==> config.mk <==
export PLATFORM = sky130hd
export DESIGN_NAME = synchronous_fifo_stream_reader
export DESIGN_NICKNAME = d
export VERILOG_FILES = /design/src/rtl/synchronous_fifo_stream_reader.sv
export SDC_FILE = /design/constraint.sdc
export NUM_CORES = 1
export LEC_CHECK = 0
export CORE_UTILIZATION = 40
export DETAILED_ROUTE_END_ITERATION = 10
export DONT_BUFFER_PORTS = 1
export PLACE_DENSITY = 0.57
export SLEW_MARGIN = 20
export SYNTH_ARGS = -nofsm -noshare
export SYNTH_HDL_FRONTEND = slang
export SYNTH_SLANG_ARGS = --single-unit
==> constraint.sdc <==
create_clock -name clk -period 2.7 [get_ports clk]
set_input_delay 0.405 -clock clk [delete_from_list [all_inputs] [get_ports clk]]
set_output_delay 0.405 -clock clk [all_outputs]
set_load 0.005 [all_outputs]
==> src/rtl/synchronous_fifo_stream_reader.sv <==
// -----------------------------------------------------------------------------
// synchronous_fifo_stream_reader
//
// Purpose:
//   Drains the egress side of a synchronous FIFO (empty flag, read strobe,
//   read data one cycle after the strobe) and presents the words as a
//   valid/ready stream. egr_tlast is raised on every BURST_LENGTH_P-th beat.
//   A 2-entry skid buffer absorbs the word already in flight when the
//   consumer stalls, so the stream sustains one beat per cycle.
//
// Ports:
//   clk             clock, all state on posedge
//   rst             asynchronous, active-high reset
//   cr_enable       1: issue FIFO reads; 0: stop issuing (buffered/in-flight drain)
//   fifo_empty      FIFO egress empty flag
//   fifo_read_en    FIFO read strobe (combinational, depends on egr_tready)
//   fifo_data       FIFO read data, valid the cycle after fifo_read_en
//   egr_tvalid      stream valid
//   egr_tready      stream ready
//   egr_tdata       stream data (head of the skid buffer)
//   egr_tlast       last beat of a burst
//   sr_burst_count  completed bursts, wraps
// -----------------------------------------------------------------------------
module synchronous_fifo_stream_reader #(
   parameter int DATA_WIDTH_P   = 32,
   parameter int BURST_LENGTH_P = 16,
   parameter int COUNT_WIDTH_P  = 16
) (
   input  logic                     clk,
   input  logic                     rst,
   input  logic                     cr_enable,
   input  logic                     fifo_empty,
   output logic                     fifo_read_en,
   input  logic [DATA_WIDTH_P-1:0]  fifo_data,
   output logic                     egr_tvalid,
   input  logic                     egr_tready,
   output logic [DATA_WIDTH_P-1:0]  egr_tdata,
   output logic                     egr_tlast,
   output logic [COUNT_WIDTH_P-1:0] sr_burst_count
);

   localparam int BEAT_W = $clog2(BURST_LENGTH_P) + 1;
   localparam logic [BEAT_W-1:0] LAST_BEAT = BEAT_W'(BURST_LENGTH_P - 1);

   logic [1:0]              cnt;    // occupied skid entries, 0..2
   logic                    inf;    // read issued last cycle, data arrives now
   logic [DATA_WIDTH_P-1:0] head;   // oldest entry, drives egr_tdata
   logic [DATA_WIDTH_P-1:0] tail;   // second entry
   logic [BEAT_W-1:0]       beat;
   logic                    pop;
   logic [2:0]              occ;    // occupancy after this edge, counting the in-flight word

   assign egr_tvalid = (cnt != 2'd0);
   assign egr_tdata  = head;
   assign egr_tlast  = egr_tvalid && (beat == LAST_BEAT);
   assign pop        = egr_tvalid && egr_tready;

   // pop implies cnt>=1, so this never underflows.
   assign occ = {1'b0, cnt} + {2'b00, inf} - {2'b00, pop};

   // A new read lands one edge later; allowing it only when occ<=1 guarantees
   // the buffer never needs a third slot even if the consumer stalls.
   assign fifo_read_en = !rst && cr_enable && !fifo_empty && (occ <= 3'd1);

   // Skid buffer: inf means fifo_data is valid now and is written this edge.
   always_ff @(posedge clk or posedge rst) begin
      if (rst) begin
         cnt  <= 2'd0;
         inf  <= 1'b0;
         head <= '0;
         tail <= '0;
      end else begin
         inf <= fifo_read_en;
         case ({inf, pop})
            2'b10: begin
               if (cnt == 2'd0) head <= fifo_data;
               else             tail <= fifo_data;
               cnt <= cnt + 2'd1;
            end
            2'b01: begin
               head <= tail;
               cnt  <= cnt - 2'd1;
            end
            2'b11: begin
               // Head leaves, new word enters behind whatever remains.
               if (cnt == 2'd1) head <= fifo_data;
               else begin
                  head <= tail;
                  tail <= fifo_data;
               end
            end
            default: ;
         endcase
      end
   end

   // Beat position within the current burst and completed-burst counter.
   always_ff @(posedge clk or posedge rst) begin
      if (rst) begin
         beat           <= '0;
         sr_burst_count <= '0;
      end else if (pop) begin
         if (egr_tlast) begin
            beat           <= '0;
            sr_burst_count <= sr_burst_count + 1'b1;
         end else begin
            beat <= beat + 1'b1;
         end
      end
   end

`ifndef SYNTHESIS
   // A capture into a full buffer without a simultaneous pop would lose a word.
   a_no_overflow: assert property (@(posedge clk) disable iff (rst)
      !(inf && !pop && (cnt == 2'd2)));
`endif

endmodule
==> results of run 1 <==
## registers in the layout, indices dropped and copies added (netlist names)
name,count
tail,32
sr_burst_count,16
beat,5
cnt,2
egr_tdata,32
inf,1
## cell usage in the layout, fill, tap and decap left out, types with 2 or more instances in the layout
master / netlist / layout
and3_1: 4 / 4
nand4_1: 3 / 3
nor2_1: 3 / 3
buf_4: 0 / 14
nor3_2: 2 / 2
ha_1: 8 / 6
inv_6: 0 / 3
xor2_1: 4 / 4
inv_2: 1 / 3
dfrtp_1: 88 / 88
mux2_2: 33 / 33
nand3_1: 8 / 8
xnor2_1: 16 / 16
inv_1: 10 / 6
o21ai_0: 30 / 30
nor3_1: 2 / 2
ha_4: 0 / 2
o21ai_1: 5 / 4
clkbuf_8: 0 / 10
a22oi_1: 32 / 32
clkinv_2: 0 / 2
nand2_1: 46 / 45
## layer usage
layer,share of wire [%],vias up,global-route usage (%)
li1,-,1148,-
met1,43,1188,20.59
met2,48,59,25.85
met3,7.6,10,6.114
met4,1.4,0,6.109
met5,0,-,0
## path summary, 6_finish.rpt
check                             start       endpoint  slack [ps]  cells past startpoint
worst max-delay path             cnt[1]   fifo_read_en         -90                     11
worst min-delay path                rst  egr_tdata[27]          30                      1
worst max register to register   cnt[1]       tail[15]         440                     10
worst min register to register  beat[4]        beat[4]         510                      1
max in group asynchronous           rst       tail[28]        1980                      2
min in group clk                    rst            inf         130                      1
## stage by stage
step	utilization, %	hold slack, ps	instance area, um2	setup slack, ps
floorplan	-	449.7	3846	3.447
global placement	43.85	448.1	4051	112.8
detailed placement	43.85	451.5	4051	82.87
CTS	46.24	60.52	4273	-100.1
global route	46.24	93.15	4273	-207.8
finish	46.24	33.58	4273	-89.31
## area by class of cell
cell class	count	area, um2	share of cell area [%]
inverters	11	47.55	1.113
multi-input cells	208	1549	36.25
clock buffers	10	137.6	3.221
well taps	129	161.4	3.777
clock inverters	6	50.05	1.171
flip-flops and latches	88	2202	51.54
repair buffers	15	125.1	2.928
## report_power, final
part,internal (W),switching [W],leakage (nW),total [W]
logic,0.000710,0.000746,0.677,0.00146
clock network,0.000373,0.000493,0.0952,0.000866
registers,0.00184,0.000375,1.11,0.00222
total,0.00293,0.00161,1.88,0.00454
## worst register-to-register path, stage by stage, from the launching register on
cell,delay (ps)
dfrtp_1,410
inv_2,80
ha_4,120
nand2b_4,140
inv_6,30
buf_4,150
ha_1,250
nand2_1,150
o211a_1,190
buf_4,260
mux2_2,370
## kinds of logic after synthesis
logic type	Yosys count	synth area share (%)
compound gates	72	12.12
simple gates	74	9.426
mux	33	9.754
fa+ha+maj	9	3.153
flops	88	57.80
xor+xnor	20	4.597
buf+inv	27	3.153
## repair_timing
action                                  CTS  global route
buffers inserted                          2             0
resized for setup                         5             0
endpoints found under the hold margin     0             0
pin swaps                                 1             0
endpoints found under the setup margin    1             1
==> flow_summary.yaml, run 1 <==
outcome:
  status: "complete, but fails checks"
  violations: "negative setup slack"
synthesis:
  ys_warn_count: 0
  yosysTopAreaCell: "dfrtp_1"
  ys_top_cells_by_count: "dfrtp_1, nand2_1, mux2_2"
  synthArstFlopShare_pct: 100.0
  ys_seq_area_share_pct: 57.80
  synthesis.area_mm2: 0.003810
  synth_seq_cells: 88
  synth_edf_count: 0
  synth_fp_nets: 369
  synth_ff_type: "dfrtp_1"
  syn_inst: 323
  synth_most_common_cell: "dfrtp_1"
  post_synth.cell_area_avg_um2: 11.80
  synth_cell_type_count: 32
  synth_top_area_share_pct: 57.80
  ys_top_cells_by_area: "dfrtp_1, mux2_2, a22oi_1"
worst_setup_path:
  critical_path_buf_inv_count: 4
  critPathSlowestCell: "fa_1"
  end_kind: "output pin"
  arrival_ps: 2380
  crit_chain: "inv_2 -> ha_4 -> nand2b_4 -> inv_6 -> ha_4 -> inv_2 -> ha_1 -> inv_1 -> fa_1 -> nand2_2 -> nor4_4"
  slowest_delay_ps: 510
  critPathLaunchType: "flip-flop"
  cp_max_fo: 4
  cp_top_family: "adder cells"
  critPathKind: "flip-flop to output pin"
  worstPathRequired_ps: 2300
grt:
  grt_start_max_net_pins: 46
  grt.total_usage_pct: 16.39
  grt_pass1_vias: 2507
  grt_pass1_wl_um: 12640
  antenna_found_initial: 0
  grt_remaining_overflow: 0
placed_design:
  gp_congestion: 0.7155
  placed_cells: 449
  port_buffers: 0
  dp_hpwl_um: 4999
clock_network:
  insertion_delay_ps: 350
  clockBufferDepth: 2
  htree_levels: 3
  cts_tree: "done"
  numCtsBuffers: 9
  clockRootBuffer: "clkbuf_8"
  clk_pin_slew_worst_paths_ps: 100
  holdBufCountCts: 0
  cts.sinks: 88
power:
  peakVddDrop_mv: 0.4274
  power_w: 0.004540
  p_leak_nw: 1.881
  powerDensity_mw_per_mm2: 1062
floorplanning:
  start_util_pct: 41.23
  die_width_um: 99.60
  ios: 88
  row_count: 35
  dieArea_mm2: 0.009919
  core_area_mm2: 0.009240
  die_h_um: 99.60
routing:
  dr.pass1.iters: 4
  vias: 2405
  viasPerCell: 5.150
  wire_per_inst_um: 15.84
  drt_iter0_markers: 69
  ant_nets: 0
  wirelength_um: 7399
  drc: 0
sta:
  post-route-min-period_ps: 2789
  rsz0062_at_grt: "true"
  skew_ps: 13.91
  final_hold_viol_count: 0
  fmax_mhz: 358.5
  setup_tns_ps: -89.31
  finalWorstSetupSlack_ps: -89.31
  slew_viol_final: 0
  worst_slew_margin_rel_pct: 48.32
  period_share_pct: 103.3
  setup_viol: 1
  worst_pin_slew_ps: 775.3
finish:
  n_fill_cell: 859
  num_antenna_cells: 0
  drive_above_1_share_pct: 23.96
  area_growth_syn_to_layout_pct: 12.15
  fin_cells: 467
  fin_nets: 379
min_path:
  hold_path_class: "input port to async pin"
job:
  cap_violations: 0
Power figures use the tool's default switching activity.
==> inputs of run 2 (changes only) <==
CAP_MARGIN = 25   (was not set)
==> results of run 2 <==
Same layout as run 1: the final DEF is identical, and so are final timing and power.
